[config.mk]
export PLATFORM = sky130hd
export DESIGN_NAME = tlc_phase_scheduler_flat
export DESIGN_NICKNAME = d
export VERILOG_FILES = /design/src/rtl/tlc_pkg.sv /design/src/rtl/tlc_phase_scheduler_if.sv /design/src/rtl/tlc_rr_pick.sv /design/src/rtl/tlc_phase_scheduler.sv /design/src/flat_wrapper.sv
export SDC_FILE = /design/constraint.sdc
export NUM_CORES = 1
export LEC_CHECK = 0
export CAP_MARGIN = 10
export CORE_AREA = 4 4 64 66
export DETAILED_ROUTE_END_ITERATION = 10
export DIE_AREA = 0 0 68 70
export PLACE_DENSITY_LB_ADDON = 0.15
export SLEW_MARGIN = 20
export SYNTH_ARGS = -nofsm -noshare
export SYNTH_HDL_FRONTEND = slang
export SYNTH_SLANG_ARGS = --single-unit
[constraint.sdc]
create_clock -name clk -period 3.3 [get_ports clk]
set_clock_uncertainty 0.05 [all_clocks]
set_input_delay 0.825 -clock clk [delete_from_list [all_inputs] [get_ports clk]]
set_output_delay 0.825 -clock clk [all_outputs]
set_load 0.01 [all_outputs]
[src/rtl/tlc_pkg.sv]
// rtl/tlc_pkg.sv - scheduler states, signal-head encodings and head decode helper
package tlc_pkg;

  typedef enum logic [1:0] {INIT_RED, GREEN, YELLOW, ALL_RED} state_t;

  localparam logic [2:0] LIGHT_RED = 3'b100;
  localparam logic [2:0] LIGHT_YEL = 3'b010;
  localparam logic [2:0] LIGHT_GRN = 3'b001;

  // Only the approach named by phase may show anything other than red.
  function automatic logic [2:0] head_color(state_t st, logic [1:0] ph, logic [1:0] idx);
    if (ph != idx) return LIGHT_RED;
    if (st == GREEN) return LIGHT_GRN;
    if (st == YELLOW) return LIGHT_YEL;
    return LIGHT_RED;
  endfunction

endpackage

[src/rtl/tlc_phase_scheduler_if.sv]
// rtl/tlc_phase_scheduler_if.sv - timing, detector and signal-head bundle; TLC_EMERGENCY_PREEMPT_EN adds preempt inputs
interface tlc_phase_scheduler_if;
  logic       tick;
  logic [3:0] req;
  logic [2:0] light_m1;
  logic [2:0] light_m2;
  logic [2:0] light_m3;
  logic [2:0] light_m4;
  logic [1:0] phase;
  logic       busy_clear;
`ifdef TLC_EMERGENCY_PREEMPT_EN
  logic       emerg_valid;
  logic [1:0] emerg_dir;

  modport master (output tick, req, emerg_valid, emerg_dir,
                  input light_m1, light_m2, light_m3, light_m4, phase, busy_clear);
  modport slave (input tick, req, emerg_valid, emerg_dir,
                 output light_m1, light_m2, light_m3, light_m4, phase, busy_clear);
`else
  modport master (output tick, req,
                  input light_m1, light_m2, light_m3, light_m4, phase, busy_clear);
  modport slave (input tick, req,
                 output light_m1, light_m2, light_m3, light_m4, phase, busy_clear);
`endif
endinterface

[src/rtl/tlc_rr_pick.sv]
// rtl/tlc_rr_pick.sv - 4-way rotating-priority picker, first set bit of mask at or after start
module tlc_rr_pick (
  input  logic [3:0] mask,
  input  logic [1:0] start,
  output logic       valid,
  output logic [1:0] idx
);

  logic [1:0] cand;

  // Walk offsets from farthest to nearest so the nearest set bit wins.
  always_comb begin
    valid = 1'b0;
    idx   = start;
    cand  = start;
    for (int k = 3; k >= 0; k--) begin
      cand = start + 2'(k);
      if (mask[cand]) begin
        valid = 1'b1;
        idx   = cand;
      end
    end
  end

endmodule

[src/rtl/tlc_phase_scheduler.sv]
// rtl/tlc_phase_scheduler.sv - demand-actuated 4-approach phase scheduler; TLC_EMERGENCY_PREEMPT_EN enables preemption
module tlc_phase_scheduler #(
  parameter int TW        = 8,
  parameter int MIN_GREEN = 5,
  parameter int MAX_GREEN = 30,
  parameter int YELLOW_T  = 3,
  parameter int ALL_RED_T = 2
) (
  input logic clk,
  input logic reset,
  tlc_phase_scheduler_if.slave bus
);
  import tlc_pkg::*;

  state_t          state, state_nx;
  logic [1:0]      phase, phase_nx;
  logic [1:0]      next_ph, next_nx, next_eff;
  logic [3:0]      pending, pending_nx, other;
  logic [TW-1:0]   timer, timer_nx;
  logic            pick_valid;
  logic [1:0]      pick_idx;
  logic            preempt, hold, gap_out, max_out;
  logic [2:0]      light_q [4];
  logic            busy_q;

  assign other = pending & ~(4'b0001 << phase);

  tlc_rr_pick u_pick (
    .mask  (other),
    .start (phase + 2'd1),
    .valid (pick_valid),
    .idx   (pick_idx)
  );

  always_comb begin
`ifdef TLC_EMERGENCY_PREEMPT_EN
    preempt  = bus.emerg_valid && (bus.emerg_dir != phase);
    hold     = bus.emerg_valid && (bus.emerg_dir == phase);
    next_eff = bus.emerg_valid ? bus.emerg_dir : next_ph;
`else
    preempt  = 1'b0;
    hold     = 1'b0;
    next_eff = next_ph;
`endif
    gap_out  = pick_valid && (timer >= TW'(MIN_GREEN - 1)) && !pending[phase];
    max_out  = pick_valid && (timer >= TW'(MAX_GREEN - 1));
    state_nx = state;
    phase_nx = phase;
    next_nx  = next_ph;

    case (state)
      INIT_RED: begin
        if (bus.tick && timer == TW'(ALL_RED_T - 1)) begin
          state_nx = GREEN;
          phase_nx = 2'd0;
        end
      end
      GREEN: begin
        if (bus.tick && (preempt || (!hold && (gap_out || max_out)))) begin
          state_nx = YELLOW;
          next_nx  = preempt ? next_eff : pick_idx;
        end
      end
      YELLOW: begin
        next_nx = next_eff;
        if (bus.tick && timer == TW'(YELLOW_T - 1)) state_nx = ALL_RED;
      end
      ALL_RED: begin
        next_nx = next_eff;
        if (bus.tick && timer == TW'(ALL_RED_T - 1)) begin
          state_nx = GREEN;
          phase_nx = next_eff;
        end
      end
      default: state_nx = INIT_RED;
    endcase

    // Resting green may sit for an unbounded time, so the timer pins at all-ones.
    if (state_nx != state) timer_nx = '0;
    else if (bus.tick && timer != '1) timer_nx = timer + TW'(1);
    else timer_nx = timer;

    pending_nx = pending | bus.req;
    if (state_nx == GREEN && state != GREEN) pending_nx[phase_nx] = 1'b0;
  end

  always_ff @(posedge clk or negedge reset) begin
    if (!reset) begin
      state   <= INIT_RED;
      phase   <= 2'd0;
      next_ph <= 2'd0;
      pending <= 4'd0;
      timer   <= '0;
      busy_q  <= 1'b1;
      for (int i = 0; i < 4; i++) light_q[i] <= LIGHT_RED;
    end else begin
      state   <= state_nx;
      phase   <= phase_nx;
      next_ph <= next_nx;
      pending <= pending_nx;
      timer   <= timer_nx;
      busy_q  <= (state_nx != GREEN);
      for (int i = 0; i < 4; i++) light_q[i] <= head_color(state_nx, phase_nx, 2'(i));
    end
  end

  assign bus.light_m1   = light_q[0];
  assign bus.light_m2   = light_q[1];
  assign bus.light_m3   = light_q[2];
  assign bus.light_m4   = light_q[3];
  assign bus.phase      = phase;
  assign bus.busy_clear = busy_q;

endmodule

[src/flat_wrapper.sv]
// flat-port wrapper written by rule: the top's interface ports become plain ports
module tlc_phase_scheduler_flat import tlc_pkg::*;
#(
  parameter int TW        = 8,
  parameter int MIN_GREEN = 5,
  parameter int MAX_GREEN = 30,
  parameter int YELLOW_T  = 3,
  parameter int ALL_RED_T = 2
)
  (clk, reset, bus_tick, bus_req, bus_light_m1, bus_light_m2, bus_light_m3, bus_light_m4, bus_phase, bus_busy_clear);
  tlc_phase_scheduler_if bus_i ();
  input logic clk;
  input logic reset;
  input wire logic [$bits(bus_i.tick)-1:0] bus_tick;
  input wire logic [$bits(bus_i.req)-1:0] bus_req;
  output wire logic [$bits(bus_i.light_m1)-1:0] bus_light_m1;
  output wire logic [$bits(bus_i.light_m2)-1:0] bus_light_m2;
  output wire logic [$bits(bus_i.light_m3)-1:0] bus_light_m3;
  output wire logic [$bits(bus_i.light_m4)-1:0] bus_light_m4;
  output wire logic [$bits(bus_i.phase)-1:0] bus_phase;
  output wire logic [$bits(bus_i.busy_clear)-1:0] bus_busy_clear;
  assign bus_i.tick = bus_tick;
  assign bus_i.req = bus_req;
  assign bus_light_m1 = bus_i.light_m1;
  assign bus_light_m2 = bus_i.light_m2;
  assign bus_light_m3 = bus_i.light_m3;
  assign bus_light_m4 = bus_i.light_m4;
  assign bus_phase = bus_i.phase;
  assign bus_busy_clear = bus_i.busy_clear;
  tlc_phase_scheduler #(.TW(TW), .MIN_GREEN(MIN_GREEN), .MAX_GREEN(MAX_GREEN), .YELLOW_T(YELLOW_T), .ALL_RED_T(ALL_RED_T)) u_core (.clk(clk), .reset(reset), .bus(bus_i));
endmodule
* Word-level counts from Yosys, hierarchy flattened
Cells that the tools add are included.
** Word-level totals
- Logic and storage cells :: 132
- Register bits after elaboration :: 31
- Output and inout port bits :: 15
- Bits of input ports :: 7
** Operators by class
- Reductions and logical operators :: 16
- Eq/ne operators :: 14
- Order comparisons :: 9
- Shift operators :: 1
- $add $sub $neg :: 5
- Bitwise gates (word level) :: 5
- Mux-type cells :: 72
** Operators with widths (number)
- 3-bit 2-to-1 mux :: 24
- 1-bit 2-to-1 mux :: 28
- 2-bit by 3-bit < comparator with 1-bit output, second input constant :: 6
- 2-bit 2-to-1 mux :: 9
- 8-bit 2-to-1 mux :: 2
- 1-bit binary-select mux with 2-bit select :: 5
- 1-bit logical AND :: 9
- 8-bit by 1-bit adder with 8-bit output, second input constant :: 1
- 4-bit AND :: 2
- 8-bit by 1-bit == test with 1-bit output, second input constant :: 1
- 8-bit by 2-bit == test with 1-bit output, second input constant :: 1
- 8-bit by 3-bit >= comparator with 1-bit output, second input constant :: 1
- 8-bit by 5-bit >= comparator with 1-bit output, second input constant :: 1
- 8-bit != test, second input constant :: 1
- 4-bit inverter :: 2
- 2-bit == test, second input constant :: 3
- 2-bit by 1-bit != test with 1-bit output, second input constant :: 3
- 2-bit one-hot mux with 3 select lines :: 1
- 2-bit by 1-bit adder with 2-bit output, second input constant :: 2
- 2-bit adder, second input constant :: 2
- 2-bit by 1-bit == test with 1-bit output, second input constant :: 2
- 4-bit 2-to-1 mux :: 1
- 2-bit != test, second input constant :: 2
- 4-bit OR :: 1
- 11 further kinds :: 12

* Depth between registers and ports, before layout
- Depth in word-level cells :: 23
- Depth in mapped cells :: 8
- Gate-level depth less buffers :: 8

* Cells and area by module
From an unflattened synthesis, not the netlist that was laid out.
** Second synthesis, totals
- Cells, all modules :: 188
- Area total of the unflattened synthesis :: 1870.5 um^2
** By module, submodules not included
- tlc_phase_scheduler :: cells each 172, instances 1, area each 1770.4 um^2
- tlc_rr_pick :: cells each 16, instances 1, area each 100.1 um^2

* Least setup slack after synthesis
Ideal clock, no wire load.
- Path kind :: in2reg
- From :: input port bus_tick
- To :: register u_core.pending[1]
- Setup time :: 0.121 ns
- Path slack :: 0.565 ns
- Buffers on the path :: 1
- Stages :: 6
- Arrival time :: 2.564 ns
- Data required time :: 3.129 ns
- Cells stage by stage :: buf_4 -> or4b_4 -> nor3_4 -> mux2_2 -> or2_2 -> o22a_1
** On the way
- Longest elaborated chain between the ends :: 10
- Elaborated cells on any way between the ends :: 20
- Those cells by class :: 2 x order compare; 1 x eq/ne; 10 x mux; 2 x bitwise; 5 x reduce/logical
** RTL lines
- start, declared :: line flat_wrapper.sv:14 : input wire logic [$bits(bus_i.tick)-1:0] bus_tick;
- 1-bit logical AND :: line tlc_phase_scheduler.sv:53, tlc_phase_scheduler.sv:70
- 2-bit 2-to-1 mux (on tied branches) :: line tlc_phase_scheduler.sv:70, tlc_phase_scheduler.sv:53
- 2-bit one-hot mux with 2 select lines :: line tlc_phase_scheduler.sv:51 : case (state)
- 2-bit by 3-bit < comparator with 1-bit output (not written as such) / 2-bit by 1-bit >= comparator with 1-bit output (equally long branches) :: line tlc_phase_scheduler.sv:84 : if (state_nx == GREEN && state != GREEN) pending_nx[phase_nx] = 1'b0;
- 1-bit logical AND (not written as such) :: line tlc_phase_scheduler.sv:84
- 1-bit 2-to-1 mux (not written as such) :: line tlc_phase_scheduler.sv:84
- 1-bit demux with 2-bit select
- 4-bit inverter (no source line)
- 4-bit AND (no source line)
- 4-bit 2-to-1 mux * :: line tlc_phase_scheduler.sv:84
- via u_core.pending_nx[1] :: line tlc_phase_scheduler.sv:18 : logic [3:0] pending, pending_nx, other;
- end signal, assigned :: line tlc_phase_scheduler.sv:100 : pending <= pending_nx;
- end, declared :: line tlc_phase_scheduler.sv:18
The timed path passes the listed nets; every way through them passes the cells marked *.
A chain may end at the register's enable or synchronous reset.

* Worst setup path after layout
Ends and elaborated chain as after synthesis.

==> flow_summary.yaml <==
status:
  run_status: "finished clean"
power_and_ir_drop:
  p_sw_mw: 0.665
  p_clk_share_pct: 19.2
  leakagePower_nw: 0.898
  powerDensity_nw_per_um2: 723
  combPwrFrac_pct: 50.1
  share_seq_of_total_power_pct: 30.8
  swShare_pct: 40.7
  power.ir.vdd_worst_mv: 0.410
  cellInternalPower_mw: 0.971
logic_synthesis:
  synth.yosys.seq_area_share_pct: 41.3
  cells_after_synthesis: 182
  mappedNetlistNets: 202
  yosys_warnings: 0
  netlist_area_um2: 1890
  synthDistinctLibCells: 51
  synth_async_sr_flop_share_pct: 100
  mean_cell_area_of_the_mapped_netlist_um2: 10.4
  synth_edf_count: 0
  ys_ff_latch: 31
  primary_ff_master_synth: "dfrtp_1"
global_route:
  gr-total-overflow: 0
  grt_max_degree: 32
  grt_pass1_wl_um: 7010
  track_usage_pct: 19.2
  via_count_of_the_first_global_routing_pass: 1505
  antenna_found_initial: 0
detailed_routing:
  drt_pass1_iterations: 4
  antenna_left: 0
  num_vias: 1471
  drt_wl_total_um: 3990
  post-route-drc-count: 0
  wl_per_cell_um: 15.3
  detail_route.iter0.violations: 78
  dr_vias_cell: 5.64
clocking:
  cts_root_buffer: "clkbuf_4"
  clk_pin_slew_worst_paths_ns: 0.10
  ctsHoldBuffers: 0
  clock_sink_count: 31
  clock_tree.buffer_depth: 2
  cts-htree-levels: 2
  clkLatencyLatePin_ns: 0.33
  tritoncts.num_buffers: 5
  cts_tree: "built"
  cts.repair.resized: 0
  post_cts_buffers: 0
timing:
  worst_slack_ns: 0.474
  hold_slack_ns: 0.470
  report.final.slew_viol_count: 0
  max_clock_freq_mhz: 354
  finalSetupViolations: 0
  slew_headroom_pct: 32.6
  timing_worst_slew_pin_value_ns: 1.00
  hold_viol: 0
  min_period_over_period_pct: 85.6
  finalWorstPathRequiredPeriod_ns: 2.83
  tns_ns: 0
  unrepaired_setup_endpoints_after_global_routing: "no"
finish:
  most-common-layout-cells: "dfrtp_1 (26), clkdlybuf4s50_1 (21), nor2_1 (18)"
  leading_cell_type_in_the_layout_fill_and_taps_excluded: "dfrtp_1"
  nNetsFinal: 232
  areaGrowthSynthToFinish_pct: 19.4
  n_fill_cell: 300
  multi_input_comb_area_um2: 1050
  area.sequential_um2: 782
  n_diodes: 0
  post_route_cells_drive_above_1_share_pct: 16.0
floorplanning:
  start_util_pct: 52.9
  die-height_um: 70
  chipWidth_um: 68
  ios: 22
  floorplan.die_area_um2: 4760
  core_area_um2: 3580
  placement_rows: 22
placed_design:
  gp_routability_congestion: 0.897
  numPortBuffers: 21
  place_worst_setup_slack_ns: 0.131
  dpl.hpwl_um: 3080
flow_run:
  timing.max_cap.violations: 0
worst_setup_path:
  worst_ep_arrival_time_ns: 3.00
  startpoint_type: "input pin"
  cp_data_required_time_ns: 3.47
  worst-path-max-fanout: 5
  crit_path_end_kind: "register"
  crit_slowest_cell: "or4b_4"
  criticalPathCategory: "in2reg"
  cp_cell_sequence: "clkdlybuf4s50_1 -> or4b_4 -> nor3_4 -> mux2_2 -> or2_2 -> o22a_1"
  slowest_delay_ns: 0.52
min_path:
  timing.hold.worst.class: "reg2reg"
==> cell families after synthesis <==
group	synth area share, %
AO/OA/AOI/OAI	19.4
XOR/XNOR	2.31
adder cells (fa/ha/maj)	8.59
buffers and inverters	3.17
flip-flops	41.3
multiplexers	3.70
AND/OR/NAND/NOR	21.5
==> through the flow <==
step                std cells  instance area, µm²  util (%)  power [mW]
floorplan                 182                1890         -        1.07
global placement          253                2180      60.8        1.31
detailed placement        253                2180      60.8        1.33
CTS                       261                2260      63.2        1.65
global route              261                2260      63.2        1.76
finish                    261                2260      63.2        1.64
==> power groups by stage <==
| stage | sequential (mW) | clock, mW | combinational (mW) |
|---|---|---|---|
| 4_1_cts | 0.504 | 0.322 | 0.821 |
| 2_1_floorplan | 0.523 | 0 | 0.547 |
| 3_5_place_dp | 0.510 | 0 | 0.818 |
| 6_report | 0.504 | 0.313 | 0.819 |
| 3_3_place_gp | 0.508 | 0 | 0.801 |
| 5_1_grt | 0.515 | 0.338 | 0.904 |
==> area by class of cell <==
cell class / count / share of cell area (%)
multi-input combinational: 138 / 46.5
sequential: 31 / 34.6
timing repair buffer: 25 / 10.6
tap: 48 / 2.65
clock buffer: 6 / 2.27
inverter: 11 / 1.83
clock inverter: 2 / 1.55
==> worst paths after layout <==
path / cells after the start / slack, ns / endpoint / start
worst max-delay path: 6 / 0.47 / u_core.pending[1] / bus_tick
worst min-delay path: 2 / 0.47 / u_core.next_eff[0] / u_core.next_eff[0]
worst max register to register: 7 / 0.63 / u_core.timer[2] / u_core.state[1]
worst min register to register: 2 / 0.47 / u_core.next_eff[0] / u_core.next_eff[0]
max in group asynchronous: 2 / 2.03 / u_core.bus.light_m4[2] / reset
min in group asynchronous: 2 / 0.83 / u_core.state[0] / reset
==> cells in the mapped netlist, types with 2 or more instances <==
cell type / count / area, µm²
xnor2_1: 5 / 43.8
nand3b_1: 3 / 22.5
dfrtp_1: 26 / 651
a31oi_1: 2 / 12.5
o21ai_0: 6 / 30.0
or3_1: 3 / 18.8
mux2_2: 2 / 22.5
nand3_1: 4 / 20.0
nor2_1: 18 / 67.6
nand2b_1: 4 / 25.0
nor3_1: 13 / 65.1
a21o_1: 2 / 15.0
dfstp_2: 5 / 131
or2_2: 2 / 12.5
ha_1: 13 / 163
a21oi_1: 7 / 35.0
nand2_1: 13 / 48.8
nand4_1: 3 / 18.8
nor2b_1: 4 / 25.0
o31ai_1: 2 / 15.0
o211ai_1: 2 / 15.0
inv_1: 11 / 41.3
o22a_1: 4 / 35.0
==> worst max-delay path, delay by kind of cell <==
family          cells  cell delay [ns]
simple gates        3             1.12
mux                 1             0.41
buf+inv             1             0.47
compound gates      1             0.17
==> sequential cells by signal (all words and copies together) (netlist names) <==
register               count
u_core.bus.light_m3        3
u_core.bus.light_m1        3
u_core.bus.light_m2        3
u_core.next_eff            2
u_core.bus.busy_clear      1
u_core.state               2
u_core.bus.light_m4        3
u_core.bus.phase           2
u_core.timer               8
u_core.pending             4
==> per-layer routing <==
layer	part of all wire (%)	up-vias	GRT usage, %
met2	51	25	32.1
met1	44	714	24.4
li1	-	725	-
met4	1.3	0	4.64
met5	0	-	0
met3	3.1	7	4.98
No activity file was read; power rests on OpenSTA's default activity.
